## config.mk

```make
export PLATFORM = sky130hd
export DESIGN_NAME = uart_console_responder_flat
export DESIGN_NICKNAME = d
export VERILOG_FILES = /design/src/rtl/uart_console_responder_if.sv /design/src/rtl/uart_console_responder.sv /design/src/flat_wrapper.sv
export SDC_FILE = /design/constraint.sdc
export NUM_CORES = 1
export LEC_CHECK = 0
export ABC_AREA = 1
export CORE_MARGIN = 2
export CORE_UTILIZATION = 53
export CTS_CLUSTER_SIZE = 25
export DETAILED_ROUTE_END_ITERATION = 10
export PLACE_DENSITY_LB_ADDON = 0.05
export SLEW_MARGIN = 20
export SYNTH_ARGS = -nofsm -noshare
export SYNTH_HDL_FRONTEND = slang
export SYNTH_SLANG_ARGS = --single-unit
```

## constraint.sdc

```tcl
create_clock -name clock -period 4.3 [get_ports clock]
set_input_delay 0.86 -clock clock [delete_from_list [all_inputs] [get_ports clock]]
set_output_delay 0.86 -clock clock [all_outputs]
set_load 0.03 [all_outputs]
```

## src/rtl/uart_console_responder_if.sv

```systemverilog
// Console port bundle between the core, the responder and the simulation host.
//   Core side : uart_out_valid/uart_out_ch (core -> TX FIFO),
//               uart_in_valid -> uart_in_ch (core read from RX FIFO)
//   Host side : host_tx_valid/ch/ready (TX FIFO drain),
//               host_rx_valid/ch/ready (RX FIFO fill)
//   Status    : tx_drop_cnt, rx_empty_cnt
// Modports: slave = responder, master = core/host models driving it.
interface uart_console_responder_if;
  logic        uart_out_valid;
  logic [7:0]  uart_out_ch;
  logic        uart_in_valid;
  logic [7:0]  uart_in_ch;
  logic        host_tx_valid;
  logic [7:0]  host_tx_ch;
  logic        host_tx_ready;
  logic        host_rx_valid;
  logic [7:0]  host_rx_ch;
  logic        host_rx_ready;
  logic [15:0] tx_drop_cnt;
  logic [15:0] rx_empty_cnt;

  modport slave (
    input  uart_out_valid, uart_out_ch, uart_in_valid,
    input  host_tx_ready, host_rx_valid, host_rx_ch,
    output uart_in_ch, host_tx_valid, host_tx_ch, host_rx_ready,
    output tx_drop_cnt, rx_empty_cnt
  );

  modport master (
    output uart_out_valid, uart_out_ch, uart_in_valid,
    output host_tx_ready, host_rx_valid, host_rx_ch,
    input  uart_in_ch, host_tx_valid, host_tx_ch, host_rx_ready,
    input  tx_drop_cnt, rx_empty_cnt
  );
endinterface

```

## src/rtl/uart_console_responder.sv

```systemverilog
// Console responder: buffers core output characters in a TX FIFO drained by
// the host (valid/ready) and serves core reads from an RX FIFO the host fills.
// Ports:
//   clock - rising-edge clock
//   reset - asynchronous active-low reset, clears FIFOs and counters
//   bus   - uart_console_responder_if.slave (see interface file)
// Optional: define UART_CONSOLE_ECHO_EN to echo every character the core
// pops from the RX FIFO back into the TX FIFO (core output wins on conflict).
module uart_console_responder #(
  parameter int          TX_DEPTH = 16,
  parameter int          RX_DEPTH = 16,
  parameter logic [7:0]  EMPTY_CH = 8'hFF
) (
  input  logic clock,
  input  logic reset,
  uart_console_responder_if.slave bus
);
  localparam int TAW = $clog2(TX_DEPTH);
  localparam int RAW = $clog2(RX_DEPTH);

  // Pointers carry one extra wrap bit to tell full from empty.
  logic [7:0]   tx_mem_q [TX_DEPTH];
  logic [TAW:0] tx_wr_q, tx_rd_q;
  logic [7:0]   rx_mem_q [RX_DEPTH];
  logic [RAW:0] rx_wr_q, rx_rd_q;
  logic [15:0]  drop_q, drop_d, empty_q, empty_d;

  logic       tx_empty, tx_full, tx_pop, tx_req, tx_push, echo_req;
  logic       rx_empty, rx_full, rx_pop, rx_push;
  logic [7:0] tx_din, rx_head;
  logic [1:0] drop_inc;
  logic [16:0] drop_sum, empty_sum;

  assign tx_empty = (tx_wr_q == tx_rd_q);
  assign tx_full  = (tx_wr_q[TAW] != tx_rd_q[TAW]) &&
                    (tx_wr_q[TAW-1:0] == tx_rd_q[TAW-1:0]);
  assign rx_empty = (rx_wr_q == rx_rd_q);
  assign rx_full  = (rx_wr_q[RAW] != rx_rd_q[RAW]) &&
                    (rx_wr_q[RAW-1:0] == rx_rd_q[RAW-1:0]);

  assign rx_head = rx_mem_q[rx_rd_q[RAW-1:0]];
  assign rx_pop  = bus.uart_in_valid & ~rx_empty;
  // No bypass: a host push into an empty FIFO is only visible next cycle.
  assign rx_push = bus.host_rx_valid & ~rx_full;

`ifdef UART_CONSOLE_ECHO_EN
  assign echo_req = rx_pop;
`else
  assign echo_req = 1'b0;
`endif

  assign tx_req = bus.uart_out_valid | echo_req;
  assign tx_din = bus.uart_out_valid ? bus.uart_out_ch : rx_head;
  assign tx_pop = ~tx_empty & bus.host_tx_ready;
  // A same-cycle pop frees a slot, so a push into a full FIFO still lands.
  assign tx_push = tx_req & (~tx_full | tx_pop);

  // Up to two drops per cycle: echo losing to core output, plus the winner
  // itself being refused by a full FIFO.
  assign drop_inc = {1'b0, bus.uart_out_valid & echo_req} +
                    {1'b0, tx_req & ~tx_push};
  assign drop_sum  = {1'b0, drop_q} + {15'd0, drop_inc};
  assign empty_sum = {1'b0, empty_q} + {16'd0, bus.uart_in_valid & rx_empty};

  always_comb begin
    drop_d  = drop_sum[16]  ? 16'hFFFF : drop_sum[15:0];
    empty_d = empty_sum[16] ? 16'hFFFF : empty_sum[15:0];
  end

  always_ff @(posedge clock or negedge reset) begin
    if (!reset) begin
      tx_wr_q <= '0;
      tx_rd_q <= '0;
      rx_wr_q <= '0;
      rx_rd_q <= '0;
      drop_q  <= '0;
      empty_q <= '0;
      for (int i = 0; i < TX_DEPTH; i++) tx_mem_q[i] <= '0;
      for (int i = 0; i < RX_DEPTH; i++) rx_mem_q[i] <= '0;
    end else begin
      if (tx_push) begin
        tx_mem_q[tx_wr_q[TAW-1:0]] <= tx_din;
        tx_wr_q <= tx_wr_q + 1'b1;
      end
      if (tx_pop) tx_rd_q <= tx_rd_q + 1'b1;
      if (rx_push) begin
        rx_mem_q[rx_wr_q[RAW-1:0]] <= bus.host_rx_ch;
        rx_wr_q <= rx_wr_q + 1'b1;
      end
      if (rx_pop) rx_rd_q <= rx_rd_q + 1'b1;
      drop_q  <= drop_d;
      empty_q <= empty_d;
    end
  end

  assign bus.host_tx_valid = ~tx_empty;
  assign bus.host_tx_ch    = tx_empty ? 8'h00 : tx_mem_q[tx_rd_q[TAW-1:0]];
  assign bus.host_rx_ready = ~rx_full;
  assign bus.uart_in_ch    = rx_pop ? rx_head : EMPTY_CH;
  assign bus.tx_drop_cnt   = drop_q;
  assign bus.rx_empty_cnt  = empty_q;
endmodule

```

## src/flat_wrapper.sv

```systemverilog
// flat-port wrapper written by rule: the top's interface ports become plain ports
module uart_console_responder_flat 
#(
  parameter int          TX_DEPTH = 16,
  parameter int          RX_DEPTH = 16,
  parameter logic [7:0]  EMPTY_CH = 8'hFF
)
  (clock, reset, bus_uart_out_valid, bus_uart_out_ch, bus_uart_in_valid, bus_host_tx_ready, bus_host_rx_valid, bus_host_rx_ch, bus_uart_in_ch, bus_host_tx_valid, bus_host_tx_ch, bus_host_rx_ready, bus_tx_drop_cnt, bus_rx_empty_cnt);
  uart_console_responder_if bus_i ();
  input  logic clock;
  input  logic reset;
  input wire logic [$bits(bus_i.uart_out_valid)-1:0] bus_uart_out_valid;
  input wire logic [$bits(bus_i.uart_out_ch)-1:0] bus_uart_out_ch;
  input wire logic [$bits(bus_i.uart_in_valid)-1:0] bus_uart_in_valid;
  input wire logic [$bits(bus_i.host_tx_ready)-1:0] bus_host_tx_ready;
  input wire logic [$bits(bus_i.host_rx_valid)-1:0] bus_host_rx_valid;
  input wire logic [$bits(bus_i.host_rx_ch)-1:0] bus_host_rx_ch;
  output wire logic [$bits(bus_i.uart_in_ch)-1:0] bus_uart_in_ch;
  output wire logic [$bits(bus_i.host_tx_valid)-1:0] bus_host_tx_valid;
  output wire logic [$bits(bus_i.host_tx_ch)-1:0] bus_host_tx_ch;
  output wire logic [$bits(bus_i.host_rx_ready)-1:0] bus_host_rx_ready;
  output wire logic [$bits(bus_i.tx_drop_cnt)-1:0] bus_tx_drop_cnt;
  output wire logic [$bits(bus_i.rx_empty_cnt)-1:0] bus_rx_empty_cnt;
  assign bus_i.uart_out_valid = bus_uart_out_valid;
  assign bus_i.uart_out_ch = bus_uart_out_ch;
  assign bus_i.uart_in_valid = bus_uart_in_valid;
  assign bus_i.host_tx_ready = bus_host_tx_ready;
  assign bus_i.host_rx_valid = bus_host_rx_valid;
  assign bus_i.host_rx_ch = bus_host_rx_ch;
  assign bus_uart_in_ch = bus_i.uart_in_ch;
  assign bus_host_tx_valid = bus_i.host_tx_valid;
  assign bus_host_tx_ch = bus_i.host_tx_ch;
  assign bus_host_rx_ready = bus_i.host_rx_ready;
  assign bus_tx_drop_cnt = bus_i.tx_drop_cnt;
  assign bus_rx_empty_cnt = bus_i.rx_empty_cnt;
  uart_console_responder #(.TX_DEPTH(TX_DEPTH), .RX_DEPTH(RX_DEPTH), .EMPTY_CH(EMPTY_CH)) u_core (.clock(clock), .reset(reset), .bus(bus_i));
endmodule
```

==> Word-level counts from Yosys, hierarchy flattened <==
Index checks and enable logic that the tools add are counted.
{ "totals": {"regBits": 308, "in_bits": 22, "output_inout_bits": 50} }
{ "op_classes": {"addsub": 6, "n_lt_le_gt_ge": 6, "n_eq_ne": 6, "mux": 17, "n_bitwise": 16, "reduce_logical": 4} }
{ "ops": {"columns": ["op", "n"], "rows": [
  ["$bwmux 128", 2],
  ["$mux 8", 9],
  ["$bmux 8 s4", 2],
  ["$demux 8 s4", 2],
  ["$add 16x1->17", 2],
  ["$mux 16", 2],
  ["$add 5x1->5 const B", 4],
  ["$ge 5x5->1 const B", 4],
  ["$not 4->5", 4],
  ["$eq 5x5->1", 2],
  ["$lt 5x1->1 const B", 2],
  ["$eq 4x4->1", 2],
  ["$and 1x1->1", 6],
  ["$not 1->1", 5],
  ["$logic_and 1x1->1", 4],
  ["$ne 1x1->1", 2],
  ["$or 1x1->1", 1]
]} }

==> Depth between registers and ports, before layout <==
{ "logic_depth": {"ltp_word": 9, "mapped_depth": 16, "depth_no_buf": 16} }

==> Least setup slack after synthesis <==
Ideal clock, no wire load.
{ "synth_timing": {"path_type": "register to output", "start": "register u_core.tx_rd_q[0]", "end": "output bus_host_tx_ch[6]", "arrival_time_ns": 1.736, "slack_ns": 1.704, "stages_incl_launch_ff": 10, "path_buffers": 2, "path_cell_list": "dfrtp_1 -> inv_1 -> buf_2 -> clkbuf_1 -> o21ai_0 -> o22ai_1 -> nand2_1 -> nand2_1 -> inv_1 -> a21oi_1"} }
{ "synth_via": {"elab_chain_cells": 5} }
{ "synth_rtl": {"columns": ["element", "line", "rtl"], "rows": [
  ["from (decl)", "uart_console_responder.sv:23", "logic [TAW:0] tx_wr_q, tx_rd_q;"],
  ["from (signal assigned)", "uart_console_responder.sv:85", "if (tx_pop) tx_rd_q <= tx_rd_q + 1'b1;"],
  ["$not 4->5 (not written as such)", "uart_console_responder.sv:97", "assign bus.host_tx_ch = tx_empty ? 8'h00 : tx_mem_q[tx_rd_q[TAW-1:0]];"],
  ["$bmux 8 s4", "uart_console_responder.sv:97", null],
  ["$mux 8 (not written as such) (2 in series)", "uart_console_responder.sv:97", null],
  ["$mux 8 *", "uart_console_responder.sv:97", null],
  ["to (decl)", "flat_wrapper.sv:20", "output wire logic [$bits(bus_i.host_tx_ch)-1:0] bus_host_tx_ch;"]
]} }
Every way passes the cells marked *; elsewhere a longest branch is shown, timed or not. The select of a mux whose other input is x is not followed.

==> Worst setup path after layout <==
{ "layout_timing": {"start": "register u_core.tx_rd_q[2]", "end": "output bus_host_tx_ch[3]"} }
The elaborated chain is that of the path after synthesis.

==> impl_metrics.env <==
export IMPL_synth_edf_count=0
export IMPL_synth_main_ff_cell="dfrtp_1"
export IMPL_drive_above_1_share_pct=7.38
export IMPL_tightest_slew_ns=1.13
export IMPL_status="finished clean"
export IMPL_vias=14700
export IMPL_postSynth_asyncResetShare_pct=100
export IMPL_fp_dieW_um=180
export IMPL_viasPerCell=5.56
export IMPL_cts_setup_buffers=0
export IMPL_cp_end_kind="output port"
export IMPL_grt_antenna_before_repair=0
export IMPL_syn_nets=2231
export IMPL_hp_class="in2async"
export IMPL_r2r_start="u_core.rx_rd_q[2]"
export IMPL_max_freq_mhz=255
export IMPL_synth_cell_area_um2=16400
export IMPL_synth_cell_types=36
export IMPL_clkTransAtPathRegs_ns=0.06
export IMPL_ir_worst_vdd_mv=0.845
export IMPL_worst_ep_required_time_ns=3.44
export IMPL_fillers=2834
export IMPL_cts_sinks=308
export IMPL_slew_headroom_pct=24.6
export IMPL_seq_area_frac_synth_pct=46.9
export IMPL_core_area_um2=30600
export IMPL_r2r_end="u_core.bus.rx_empty_cnt[7]"
export IMPL_nNetsFinal=2257
export IMPL_cts_root_buf="clkbuf_16"
export IMPL_cp_start_kind="flop"
export IMPL_cap_viol_max_count=0
export IMPL_cellLeakagePower_uw=0.00954
export IMPL_grt_pass1_wl_um=76500
export IMPL_syn_area_per_cell_um2=7.49
export IMPL_rsz0062_at_grt="false"
export IMPL_grt_max_degree=103
export IMPL_routedWlPerCell_um=18.0
export IMPL_worst_clock_skew_ns=0.0193
export IMPL_drc=0
export IMPL_synth_cells=2195
export IMPL_period_minus_slack_ns=3.93
export IMPL_critPathLaunch="u_core.tx_rd_q[2]"
export IMPL_crit_fanout=13
export IMPL_fp_dieH_um=180
export IMPL_die_area_um2=32400
export IMPL_first_pass_iters=5
export IMPL_clock_latency_ns=0.53
export IMPL_rr_worst_depth=12
export IMPL_syn_to_final_growth_pct=12.3
export IMPL_initial_core_util_pct=53.7
export IMPL_slew_violations=0
export IMPL_hold_violations=0
export IMPL_rrSetupSlack_ns=0.99
export IMPL_antenna_left=0
export IMPL_yosysTopAreaCellShare_pct=46.9
export IMPL_routabilityCongestion=0.881
export IMPL_grt_pass1_vias=14000
export IMPL_fin_crit_sh_pct=91.3
export IMPL_cts_tree="done"
export IMPL_num_rows=64
export IMPL_numCtsBuffers=36
export IMPL_p_per_area_nw_per_um2=775
export IMPL_n_antenna_cell=0
export IMPL_setup_viol=0
export IMPL_synth_top_area_cell="dfrtp_1"
export IMPL_clockBufferDepth=3
export IMPL_postRouteWirelength_um=47600
export IMPL_synth_seq_cells=308
export IMPL_drt_iter0_markers=1385
export IMPL_crit_arrival_ns=3.07
export IMPL_yosysWarnings=0
export IMPL_tns_ns=0
export IMPL_place_hpwl_um=30300
export IMPL_fin_util_pct=60.3
export IMPL_ios=72
export IMPL_ctsResizeCount=0
export IMPL_grt_overflow=0
export IMPL_track_usage_pct=29.1
export IMPL_htreeDepth=2
export IMPL_ys_top_cells_by_area="dfrtp_1 47%, nand2_1 19%, nand3_1 11%, inv_1 3.6%, nor2_1 3.3%"
export IMPL_hold_buffers=0
export IMPL_io_buffers=71
export IMPL_setup_worst_path_class="reg2out"
## flip-flops by register name, indices dropped and copies added (netlist names)
signal and cells:
u_core.rx_mem_q 128, u_core.tx_mem_q 128, u_core.tx_wr_q 5, u_core.rx_wr_q 5, u_core.bus.rx_empty_cnt 16, u_core.rx_rd_q 5
u_core.bus.tx_drop_cnt 16, u_core.tx_rd_q 5
## cell usage after synthesis (4+ instances only)
library cell,n
buf_1,16
buf_6,13
xnor2_1,6
or2_2,12
ha_1,14
nor2_4,6
inv_1,156
nand2_1,842
clkinv_2,10
o21ai_0,82
nand3_1,363
nor3_1,7
o22ai_1,16
xor2_1,23
dfrtp_1,308
nand3_4,8
o211ai_1,16
nand2_2,6
nand3_2,9
a21oi_1,10
nor2_8,10
clkinv_1,4
inv_2,18
buf_2,22
clkbuf_1,37
nor2_1,144
nand4_1,5
buf_4,19
## logic make-up after synthesis
| family | share of synthesized area, % |
|---|---|
| AOI/OAI and AO/OA | 4.18 |
| xor gates and xnor gates | 1.55 |
| and+or+nand+nor | 38.2 |
| adders and majority gates | 1.07 |
| buffers and inverters | 8.13 |
| DFF | 46.9 |
## where the power goes
part	internal, µW	leakage (µW)	switching, µW
registers	4120	0.00389	783
logic	2050	0.00507	4270
clock network	1840	0.000587	1230
## cells in the final DEF (no fill, tap or decap), drive strengths merged, types with 5 or more instances in the layout
cell,Yosys,layout
nand2,848,848
nand3,380,380
dfrtp,308,308
inv,174,174
nor2,162,162
o21ai,82,82
clkdlybuf4s50,0,70
clkbuf,37,50
clkinv,14,26
buf,71,26
xor2,23,23
o22ai,16,16
o211ai,16,16
ha,14,14
or2,13,13
a21oi,10,10
nor3,8,8
xnor2,6,6
nand4,5,5
## worst max-delay path by stage
stage	depth (start not counted)	endpoint	slack (ns)
final	5	bus_host_tx_ch[3]	0.37
after detailed placement	11	u_core.bus.tx_drop_cnt[14]	0.70
after CTS	5	bus_host_tx_ch[3]	0.36
after global placement	11	u_core.bus.tx_drop_cnt[15]	0.76
after global routing	9	bus_uart_in_ch[6]	0.25
after floorplan	9	bus_host_tx_ch[6]	1.70
## layer usage
layer | up-vias | share of wire [%] | track usage, %
met5 | - | 0 | 0
met4 | 0 | 2.9 | 9.03
met3 | 91 | 6.1 | 3.56
met2 | 540 | 48 | 47.6
met1 | 7086 | 43 | 40.8
li1 | 6999 | - | -
## per-stage QoR
stage | hold slack [ns] | worst slack [ns] | area (µm²) | total power (µW) | cells
2_1_floorplan | 0.442 | 1.70 | 16400 | 9300 | 2195
3_3_place_gp | 0.453 | 0.760 | 17300 | 11100 | 2579
3_5_place_dp | 0.458 | 0.699 | 17300 | 11200 | 2579
4_1_cts | 0.428 | 0.363 | 18500 | 14300 | 2645
5_1_grt | 0.442 | 0.251 | 18500 | 15300 | 2645
6_report | 0.373 | 0.373 | 18500 | 14300 | 2645
## final cells by class
class | count | area (µm²) | share of cell area [%]
well taps | 396 | 495 | 2.69
repair buffers | 96 | 953 | 5.17
clock inverters | 16 | 169 | 0.915
inverters | 188 | 721 | 3.91
clock buffers | 50 | 1020 | 5.51
multi-input cells | 1591 | 7390 | 40.0
flip-flops and latches | 308 | 7710 | 41.8
## worst max-delay path, cell delays in order, from the launching register on
cell and delay [ns]:
dfrtp_1 0.69, clkinv_1 0.46, o211ai_1 0.26, nand3_1 0.17
a21oi_1 0.26, clkdlybuf4s50_1 0.72
Power figures use the tool's default switching activity.
